$ cat src/rtl/bingo_game_ctrl_if.sv
`default_nettype none
// ============================================================================
//  Module   : bingo_game_ctrl_if
//  Purpose  : Bundles the keypad entry, inter-board link and display signals
//             of the bingo game controller.
//  Ports    : start_game, cur_number_BCD, enter_pulse     keypad side
//             inter_ready, interboard_en/_msg_type/_number link receive side
//             transmit, ctrl_en, ctrl_msg_type, ctrl_number link transmit side
//             map, circle, line_count, i_win, peer_win,
//             timeout_err                                display / status
//  Modports : master = controller, slave = surrounding logic / testbench
//  Revision : 1.0  initial release
// ============================================================================

`ifndef STATE_TURN
`define STATE_TURN 3'd1
`endif
`ifndef SEL_NUM
`define SEL_NUM 3'd2
`endif
`ifndef STATE_WIN
`define STATE_WIN 3'd3
`endif

interface bingo_game_ctrl_if #(
  parameter int N  = 5,
  parameter int NW = 7
);
  localparam int C = N * N;

  logic            start_game;
  logic [7:0]      cur_number_BCD;
  logic            enter_pulse;
  logic            inter_ready;
  logic            interboard_en;
  logic [2:0]      interboard_msg_type;
  logic [NW-1:0]   interboard_number;

  logic            transmit;
  logic            ctrl_en;
  logic [2:0]      ctrl_msg_type;
  logic [NW-1:0]   ctrl_number;
  logic [NW*C-1:0] map;
  logic [C-1:0]    circle;
  logic [4:0]      line_count;
  logic            i_win;
  logic            peer_win;
  logic            timeout_err;

  modport master (
    input  start_game, cur_number_BCD, enter_pulse, inter_ready,
           interboard_en, interboard_msg_type, interboard_number,
    output transmit, ctrl_en, ctrl_msg_type, ctrl_number, map, circle,
           line_count, i_win, peer_win, timeout_err
  );

  modport slave (
    output start_game, cur_number_BCD, enter_pulse, inter_ready,
           interboard_en, interboard_msg_type, interboard_number,
    input  transmit, ctrl_en, ctrl_msg_type, ctrl_number, map, circle,
           line_count, i_win, peer_win, timeout_err
  );
endinterface

`default_nettype wire

$ cat src/rtl/bingo_game_ctrl.sv
`default_nettype none
// ============================================================================
//  Module   : bingo_game_ctrl
//  Purpose  : N x N two-board bingo controller: number placement, guess and
//             peer-guess marking, line counting, win detection, peer-silence
//             timeout and the message exchange with the other board.
//  Ports    : clk             clock
//             rst             synchronous active-high reset
//             interboard_rst  synchronous active-high reset from the peer
//             bus             bingo_game_ctrl_if.master (keypad, link, display)
//  Revision : 1.0  initial release
// ============================================================================

module bingo_game_ctrl #(
  parameter int N            = 5,
  parameter int NW           = 7,
  parameter int LINES_TO_WIN = 1,
  parameter int IS_MASTER    = 1,
  parameter int TIMEOUT      = 0
) (
  input  logic                   clk,
  input  logic                   rst,
  input  logic                   interboard_rst,
  bingo_game_ctrl_if.master      bus
);

  localparam int          C   = N * N;
  localparam int          PW  = $clog2(C);
  localparam logic [31:0] C_U = C;

  typedef enum logic [3:0] {
    S_IDLE, S_SEND_START, S_SELECT, S_WAIT_PEER_SEL, S_SEND_READY, S_MY_TURN,
    S_CHECK, S_SEND_SEL, S_SEND_WIN, S_PEER_TURN, S_PEER_CHECK, S_FIN
  } state_e;

  state_e          state_q;
  logic [NW*C-1:0] map_q;
  logic [C-1:0]    circle_q;
  logic [PW-1:0]   idx_q;
  logic            en_q;
  logic [2:0]      type_q;
  logic [NW-1:0]   num_q;
  logic            i_win_q, peer_win_q, tmo_err_q;
  logic [31:0]     tcnt_q;

  // Keypad decode: two BCD digits to a binary cell number.
  logic [3:0]    key_hi, key_lo;
  logic [7:0]    key_val;
  logic          key_ok;
  logic [NW-1:0] key_num;
  assign key_hi  = bus.cur_number_BCD[7:4];
  assign key_lo  = bus.cur_number_BCD[3:0];
  assign key_val = ({4'd0, key_hi} * 8'd10) + {4'd0, key_lo};
  assign key_ok  = (key_hi <= 4'd9) && (key_lo <= 4'd9) && (key_val != 8'd0)
                   && ({24'd0, key_val} <= C_U);
  assign key_num = NW'(key_val);

  logic rx_ok;
  assign rx_ok = (bus.interboard_number != '0)
                 && (32'(bus.interboard_number) <= C_U);

  // Position lookup for the keypad number and the received number. Unplaced
  // cells hold 0, which never matches a valid number.
  logic          key_hit, rx_hit;
  logic [PW-1:0] key_pos, rx_pos;
  always_comb begin
    key_hit = 1'b0;
    key_pos = '0;
    rx_hit  = 1'b0;
    rx_pos  = '0;
    for (int p = 0; p < C; p++) begin
      if (map_q[NW*p +: NW] == key_num) begin
        key_hit = 1'b1;
        key_pos = PW'(p);
      end
      if (map_q[NW*p +: NW] == bus.interboard_number) begin
        rx_hit = 1'b1;
        rx_pos = PW'(p);
      end
    end
  end

  // Completed rows, columns and both diagonals.
  logic [4:0] lines;
  always_comb begin : p_lines
    logic f_row, f_col, f_d0, f_d1;
    lines = '0;
    f_row = 1'b1;
    f_col = 1'b1;
    f_d0  = 1'b1;
    f_d1  = 1'b1;
    for (int r = 0; r < N; r++) begin
      f_row = 1'b1;
      f_col = 1'b1;
      for (int c = 0; c < N; c++) begin
        f_row = f_row & circle_q[r*N + c];
        f_col = f_col & circle_q[c*N + r];
      end
      lines = lines + {4'd0, f_row} + {4'd0, f_col};
      f_d0  = f_d0 & circle_q[r*N + r];
      f_d1  = f_d1 & circle_q[r*N + (N-1-r)];
    end
    lines = lines + {4'd0, f_d0} + {4'd0, f_d1};
  end

  logic win, waiting, tmo_hit;
  assign win     = (lines >= 5'(LINES_TO_WIN));
  assign waiting = (state_q == S_WAIT_PEER_SEL) || (state_q == S_PEER_TURN);
  assign tmo_hit = (TIMEOUT != 0) && (tcnt_q == 32'(TIMEOUT - 1));

  // inter_ready is only honoured after the strobe cycle of a SEND state.
  logic sent;
  assign sent = !en_q && bus.inter_ready;

  always_ff @(posedge clk) begin
    if (rst || interboard_rst) begin
      state_q    <= S_IDLE;
      map_q      <= '0;
      circle_q   <= '0;
      idx_q      <= '0;
      en_q       <= 1'b0;
      type_q     <= '0;
      num_q      <= '0;
      i_win_q    <= 1'b0;
      peer_win_q <= 1'b0;
      tmo_err_q  <= 1'b0;
      tcnt_q     <= '0;
    end else begin
      en_q <= 1'b0;
      // Every entry into a wait state comes from a non-wait state, so the
      // counter is already zero on entry.
      tcnt_q <= waiting ? tcnt_q + 32'd1 : '0;
      case (state_q)
        S_IDLE: begin
          if (IS_MASTER != 0) begin
            if (bus.start_game) begin
              state_q <= S_SEND_START;
              en_q    <= 1'b1;
              type_q  <= `STATE_TURN;
              num_q   <= '0;
            end
          end else if (bus.interboard_en &&
                       bus.interboard_msg_type == `STATE_TURN) begin
            state_q <= S_SELECT;
          end
        end
        S_SEND_START: if (sent) begin
          state_q <= S_SELECT;
          type_q  <= '0;
        end
        S_SELECT: if (bus.enter_pulse && key_ok && !key_hit) begin
          map_q[NW*idx_q +: NW] <= key_num;
          idx_q                 <= idx_q + 1'b1;
          if (idx_q == PW'(C - 1)) begin
            if (IS_MASTER != 0) begin
              state_q <= S_WAIT_PEER_SEL;
            end else begin
              state_q <= S_SEND_READY;
              en_q    <= 1'b1;
              type_q  <= `STATE_TURN;
              num_q   <= '0;
            end
          end
        end
        S_WAIT_PEER_SEL: begin
          if (bus.interboard_en && bus.interboard_msg_type == `STATE_TURN) begin
            state_q <= S_MY_TURN;
          end else if (tmo_hit) begin
            state_q   <= S_FIN;
            tmo_err_q <= 1'b1;
          end
        end
        S_SEND_READY: if (sent) begin
          state_q <= S_PEER_TURN;
          type_q  <= '0;
        end
        S_MY_TURN: if (bus.enter_pulse && key_ok && key_hit && !circle_q[key_pos]) begin
          circle_q[key_pos] <= 1'b1;
          num_q             <= key_num;
          state_q           <= S_CHECK;
        end
        S_CHECK: begin
          en_q <= 1'b1;
          if (win) begin
            state_q <= S_SEND_WIN;
            type_q  <= `STATE_WIN;
            num_q   <= '0;
          end else begin
            state_q <= S_SEND_SEL;
            type_q  <= `SEL_NUM;
          end
        end
        S_SEND_SEL: if (sent) begin
          state_q <= S_PEER_TURN;
          type_q  <= '0;
          num_q   <= '0;
        end
        S_SEND_WIN: if (sent) begin
          state_q <= S_FIN;
          type_q  <= '0;
          num_q   <= '0;
          i_win_q <= 1'b1;
        end
        S_PEER_TURN: begin
          if (bus.interboard_en && bus.interboard_msg_type == `SEL_NUM
              && rx_ok && rx_hit) begin
            circle_q[rx_pos] <= 1'b1;
            state_q          <= S_PEER_CHECK;
          end else if (bus.interboard_en && bus.interboard_msg_type == `STATE_WIN) begin
            state_q    <= S_FIN;
            peer_win_q <= 1'b1;
          end else if (tmo_hit) begin
            state_q   <= S_FIN;
            tmo_err_q <= 1'b1;
          end
        end
        S_PEER_CHECK: begin
          if (win) begin
            state_q <= S_SEND_WIN;
            en_q    <= 1'b1;
            type_q  <= `STATE_WIN;
            num_q   <= '0;
          end else begin
            state_q <= S_MY_TURN;
          end
        end
        S_FIN: if (bus.start_game) begin
          state_q    <= S_IDLE;
          map_q      <= '0;
          circle_q   <= '0;
          idx_q      <= '0;
          i_win_q    <= 1'b0;
          peer_win_q <= 1'b0;
          tmo_err_q  <= 1'b0;
        end
        default: state_q <= S_IDLE;
      endcase
    end
  end

  assign bus.transmit      = (state_q == S_SEND_START) || (state_q == S_SEND_READY) ||
                             (state_q == S_SEND_SEL)   || (state_q == S_SEND_WIN);
  assign bus.ctrl_en       = en_q;
  assign bus.ctrl_msg_type = type_q;
  assign bus.ctrl_number   = num_q;
  assign bus.map           = map_q;
  assign bus.circle        = circle_q;
  assign bus.line_count    = lines;
  assign bus.i_win         = i_win_q;
  assign bus.peer_win      = peer_win_q;
  assign bus.timeout_err   = tmo_err_q;

endmodule

`default_nettype wire

$ cat src/flat_wrapper.sv
// flat-port wrapper written by rule: the top's interface ports become plain ports
module bingo_game_ctrl_flat 
#(
  parameter int N            = 5,
  parameter int NW           = 7,
  parameter int LINES_TO_WIN = 1,
  parameter int IS_MASTER    = 1,
  parameter int TIMEOUT      = 0
)
  (clk, rst, interboard_rst, bus_start_game, bus_cur_number_BCD, bus_enter_pulse, bus_inter_ready, bus_interboard_en, bus_interboard_msg_type, bus_interboard_number, bus_transmit, bus_ctrl_en, bus_ctrl_msg_type, bus_ctrl_number, bus_map, bus_circle, bus_line_count, bus_i_win, bus_peer_win, bus_timeout_err);
  bingo_game_ctrl_if #(.N(N), .NW(NW)) bus_i ();
  input  logic clk;
  input  logic rst;
  input  logic interboard_rst;
  input wire logic [$bits(bus_i.start_game)-1:0] bus_start_game;
  input wire logic [$bits(bus_i.cur_number_BCD)-1:0] bus_cur_number_BCD;
  input wire logic [$bits(bus_i.enter_pulse)-1:0] bus_enter_pulse;
  input wire logic [$bits(bus_i.inter_ready)-1:0] bus_inter_ready;
  input wire logic [$bits(bus_i.interboard_en)-1:0] bus_interboard_en;
  input wire logic [$bits(bus_i.interboard_msg_type)-1:0] bus_interboard_msg_type;
  input wire logic [$bits(bus_i.interboard_number)-1:0] bus_interboard_number;
  output wire logic [$bits(bus_i.transmit)-1:0] bus_transmit;
  output wire logic [$bits(bus_i.ctrl_en)-1:0] bus_ctrl_en;
  output wire logic [$bits(bus_i.ctrl_msg_type)-1:0] bus_ctrl_msg_type;
  output wire logic [$bits(bus_i.ctrl_number)-1:0] bus_ctrl_number;
  output wire logic [$bits(bus_i.map)-1:0] bus_map;
  output wire logic [$bits(bus_i.circle)-1:0] bus_circle;
  output wire logic [$bits(bus_i.line_count)-1:0] bus_line_count;
  output wire logic [$bits(bus_i.i_win)-1:0] bus_i_win;
  output wire logic [$bits(bus_i.peer_win)-1:0] bus_peer_win;
  output wire logic [$bits(bus_i.timeout_err)-1:0] bus_timeout_err;
  assign bus_i.start_game = bus_start_game;
  assign bus_i.cur_number_BCD = bus_cur_number_BCD;
  assign bus_i.enter_pulse = bus_enter_pulse;
  assign bus_i.inter_ready = bus_inter_ready;
  assign bus_i.interboard_en = bus_interboard_en;
  assign bus_i.interboard_msg_type = bus_interboard_msg_type;
  assign bus_i.interboard_number = bus_interboard_number;
  assign bus_transmit = bus_i.transmit;
  assign bus_ctrl_en = bus_i.ctrl_en;
  assign bus_ctrl_msg_type = bus_i.ctrl_msg_type;
  assign bus_ctrl_number = bus_i.ctrl_number;
  assign bus_map = bus_i.map;
  assign bus_circle = bus_i.circle;
  assign bus_line_count = bus_i.line_count;
  assign bus_i_win = bus_i.i_win;
  assign bus_peer_win = bus_i.peer_win;
  assign bus_timeout_err = bus_i.timeout_err;
  bingo_game_ctrl #(.N(N), .NW(NW), .LINES_TO_WIN(LINES_TO_WIN), .IS_MASTER(IS_MASTER), .TIMEOUT(TIMEOUT)) u_core (.clk(clk), .rst(rst), .interboard_rst(interboard_rst), .bus(bus_i));
endmodule
$ cat config.mk
export PLATFORM = sky130hd
export DESIGN_NAME = bingo_game_ctrl_flat
export DESIGN_NICKNAME = d
export VERILOG_FILES = /design/src/rtl/bingo_game_ctrl_if.sv /design/src/rtl/bingo_game_ctrl.sv /design/src/flat_wrapper.sv
export SDC_FILE = /design/constraint.sdc
export NUM_CORES = 1
export LEC_CHECK = 0
export BUFFER_PORTS_ARGS = -buffer_cell sky130_fd_sc_hd__buf_2
export CELL_PAD_IN_SITES_DETAIL_PLACEMENT = 1
export CELL_PAD_IN_SITES_GLOBAL_PLACEMENT = 2
export CORE_AREA = 2 2 237 216
export CTS_CLUSTER_SIZE = 28
export DETAILED_ROUTE_END_ITERATION = 7
export DIE_AREA = 0 0 239 218
export HOLD_SLACK_MARGIN = 0.12
export PLACE_DENSITY = 0.79
export SETUP_SLACK_MARGIN = 0.4
export SYNTH_ARGS = -nofsm -noshare
export SYNTH_HDL_FRONTEND = slang
export SYNTH_SLANG_ARGS = --single-unit
export TNS_END_PERCENT = 50
$ cat constraint.sdc
create_clock -name clk -period 4.9 [get_ports clk]
set_input_delay 0.245 -clock clk [delete_from_list [all_inputs] [get_ports clk]]
set_output_delay 0.245 -clock clk [all_outputs]
set_load 0.05 [all_outputs]
==> impl_metrics.json <==
{
  "syn2layout_area_growth_pct": 34.5,
  "fp-row-count": 78,
  "wirelength_mm": 78.5,
  "start_kind": "primary input",
  "diodes": 0,
  "final_hold_viol_count": 0,
  "post_route_clock_skew_ns": 0.0158,
  "antenna_found_initial": 0,
  "max_freq_mhz": 222,
  "run_status": "finished, final reports clean",
  "numCtsBuffers": 28,
  "global_route.usage.total": 0.293,
  "detail_route.iter0.violations": 1378,
  "io_buf_count": 241,
  "synth_cell_type_count": 104,
  "layout_commonest_cell": "buf_2",
  "endpoint": "u_core.bus.ctrl_number[0]",
  "total_leakage_power_nw": 9.28,
  "synthesis.area_per_instance_sq_um": 8.94,
  "worst_pin_slew_ns": 1.24,
  "ctsRootBufferMaster": "clkbuf_16",
  "worst_ep_required_time_ns": 5.38,
  "max-vdd-ir-drop_v": 0.000263,
  "synth_enable_flop_cells": 0,
  "slew_headroom": 0.164,
  "die-width_um": 239,
  "ys.warnings.count": 0,
  "critPathMaxFanout": 12,
  "route.vias.total": 16338,
  "grt_first_pass_wirelength_mm": 113,
  "layout.cells.non_filler": 2836,
  "layout_common_cells": "buf_2 (239), buf_4 (212), nor2_1 (210)",
  "finalSetupViolCount": 0,
  "core_region_area_sq_um": 49800,
  "place_hpwl_mm": 60.2,
  "fin_nets": 2225,
  "grt_pass1_vias": 16535,
  "die_h_um": 218,
  "remaining_antenna_violation_count": 0,
  "wl_per_cell_um": 27.7,
  "dp_cells": 2745,
  "worstPathArrival_ns": 4.98,
  "critical_path.startpoint": "bus_cur_number_BCD[5]",
  "synthesis.area_sq_um": 15700,
  "num_io_pins": 245,
  "synth_largest_type_area_fraction": 0.281,
  "globalRoute.totalOverflow": 0,
  "tritoncts_clock_tree": "built",
  "rr_startpoint": "u_core.bus.circle[15]",
  "pwr_density_cell_nw_per_um2": 272,
  "async_reset_ff_frac": 0,
  "reg2regPathDepth": 15,
  "post-route-drc-count": 0,
  "timing.max_cap.violations": 0,
  "synthesized_flop_and_latch_total": 221,
  "grt_setup_unrepaired": "yes",
  "reg2reg_to": "u_core.state_q[0]",
  "post_synth_main_area_contributors": "dfxtp_1 (28%), xnor2_1 (8.8%), xor2_1 (7.2%)",
  "via_per_inst": 5.76,
  "synth-seq-area-share": 0.281,
  "dr.pass1.iters": 5,
  "holdCritPathClass": "primary input to register",
  "syn_inst": 1761,
  "clock_insertion_delay_worst_skew_ns": 0.60,
  "post-synth-top-area-cell": "dfxtp_1",
  "fin_crit_sh": 0.918,
  "tritoncts_num_sinks": 221,
  "clk_transition_reported_paths_ns": 0.06,
  "dieArea_sq_um": 52100,
  "total_negative_setup_slack_ns": 0,
  "floorplan.initialDensity": 0.316,
  "period_needed_ns": 4.50,
  "gp_congestion": 0.956,
  "kind_of_end_point_of_the_critical_path": "register",
  "final_max_slew_viol_count": 0,
  "postSynth.topFlopCell": "dfxtp_1",
  "reg2reg_slack_ns": 0.43,
  "grt_max_degree": 56,
  "htree_levels": 1,
  "criticalPathCategory": "primary input to register",
  "proportion_of_layout_cells_with_a_drive_suffix_above_1": 0.324,
  "ctsLongestPathBuffers": 3
}
## layout make-up
class	count	area, sq um
fillers	5772	28600
repair buffers	496	3540
clock buffers	36	802
clock inverters	14	191
flip-flops and latches	221	4490
multi-input cells	1397	11200
inverters	32	120
well taps	640	801
## worst min-delay path by stage
| stage | start | end | slack, ns | cells after the start |
|---|---|---|---|---|
| 2_1_floorplan | bus_start_game | u_core.idx_q[4] | 0.49 | 3 |
| 3_3_place_gp | u_core.bus.ctrl_number[6] | u_core.bus.ctrl_number[6] | 0.45 | 1 |
| 3_5_place_dp | u_core.bus.ctrl_number[6] | u_core.bus.ctrl_number[6] | 0.46 | 1 |
| 4_1_cts | bus_inter_ready | u_core.bus.i_win | 0.22 | 3 |
| 5_1_grt | bus_inter_ready | u_core.bus.i_win | 0.24 | 3 |
| 6_report | bus_inter_ready | u_core.bus.i_win | 0.23 | 3 |
## metrics by stage
step,instance area (sq um),hold slack (ns),setup WS [ns],utilization,power [W]
after floorplan,16000,0.493,0.402,-,0.00280
after CTS,20700,0.219,0.291,0.415,0.00567
final,21200,0.232,0.402,0.425,0.00576
after global placement,19300,0.451,-0.436,0.388,0.00337
after detailed placement,19300,0.455,-0.504,0.388,0.00339
after global routing,21200,0.244,0.282,0.425,0.00595
## sequential cells by signal, indices dropped and copies added (netlist names)
signal / cells
u_core.bus.ctrl_en: 1
u_core.bus.peer_win: 1
u_core.bus.circle: 25
u_core.bus.map: 175
u_core.idx_q: 5
u_core.bus.ctrl_msg_type: 2
u_core.state_q: 4
u_core.bus.ctrl_number: 7
u_core.bus.i_win: 1
## metal layers
layer / vias to the layer above / routed length [um] / GRT usage
met2: 633 / 35700 / 0.463
met5: - / 0 / 0
li1: 7252 / - / -
met1: 8316 / 34700 / 0.404
met4: 0 / 2800 / 0.104
met3: 137 / 5310 / 0.0447
## power breakdown
group	switching, W	internal [W]	leakage (nW)
registers	0.00000497	0.00179	1.80
clock network	0.000919	0.00132	0.488
logic	0.000929	0.000796	7.00
total	0.00185	0.00391	9.28
## cells in the mapped netlist, types with 5 or more instances
cell type / instances
xor2_1: 129
buf_2: 28
nand2_1: 92
xnor2_1: 159
or3_1: 7
fa_1: 9
a32oi_1: 39
buf_6: 9
nand4_1: 49
a31oi_1: 9
nand3_1: 34
nand2b_1: 12
a21oi_1: 37
clkbuf_1: 57
and2_1: 15
o21ai_1: 12
nor4_1: 44
ha_1: 15
buf_1: 8
nor4b_2: 5
and3_1: 67
o21ai_2: 19
xor3_1: 18
or2_2: 5
inv_1: 32
o31ai_1: 6
nor3_1: 35
a22oi_1: 112
o21ai_0: 45
a32o_1: 9
nor2b_1: 12
nor2_1: 216
a21o_1: 8
nor4b_1: 6
dfxtp_1: 221
xnor3_1: 45
buf_4: 10
## cells by family (layout without fill, tap and decap cells)
| group | after synthesis | after routing | synth area share |
|---|---|---|---|
| buffers and inverters | 145 | 578 | 0.0442 |
| other | 1 | 3 | 0.000238 |
| AND/OR/NAND/NOR | 628 | 628 | 0.204 |
| flip-flops | 221 | 221 | 0.281 |
| multiplexers | 5 | 5 | 0.00366 |
| AO/OA/AOI/OAI | 383 | 383 | 0.187 |
| adder cells (fa/ha/maj) | 24 | 24 | 0.0234 |
| XOR/XNOR | 354 | 354 | 0.257 |
## worst max-delay path: stages
cell and delay [ns]:
buf_8 0.10, ha_4 0.23, ha_4 0.16, fa_2 0.62
buf_4 0.15, buf_12 0.15, xor3_2 0.37, or4b_1 0.51
a32o_2 0.33, a211oi_2 0.26, a311o_2 0.18, nand2_1 0.09
a2111oi_2 0.37, a311o_1 0.24, a21oi_2 0.06, o31ai_2 0.30
buf_4 0.19, a21oi_2 0.06, buf_6 0.15, a32o_1 0.21
## what timing repair did
item / 4_1_cts / 5_1_grt
pin swaps: 16 / 28
gates cloned: 0 / 1
setup endpoints to repair: 158 / 208
endpoints found under the hold margin: 9 / 0
gates resized for setup: 33 / 65
hold buffers: 6 / 0
buffers inserted: 16 / 18
Note: power is estimated with default switching activity, not from simulation.
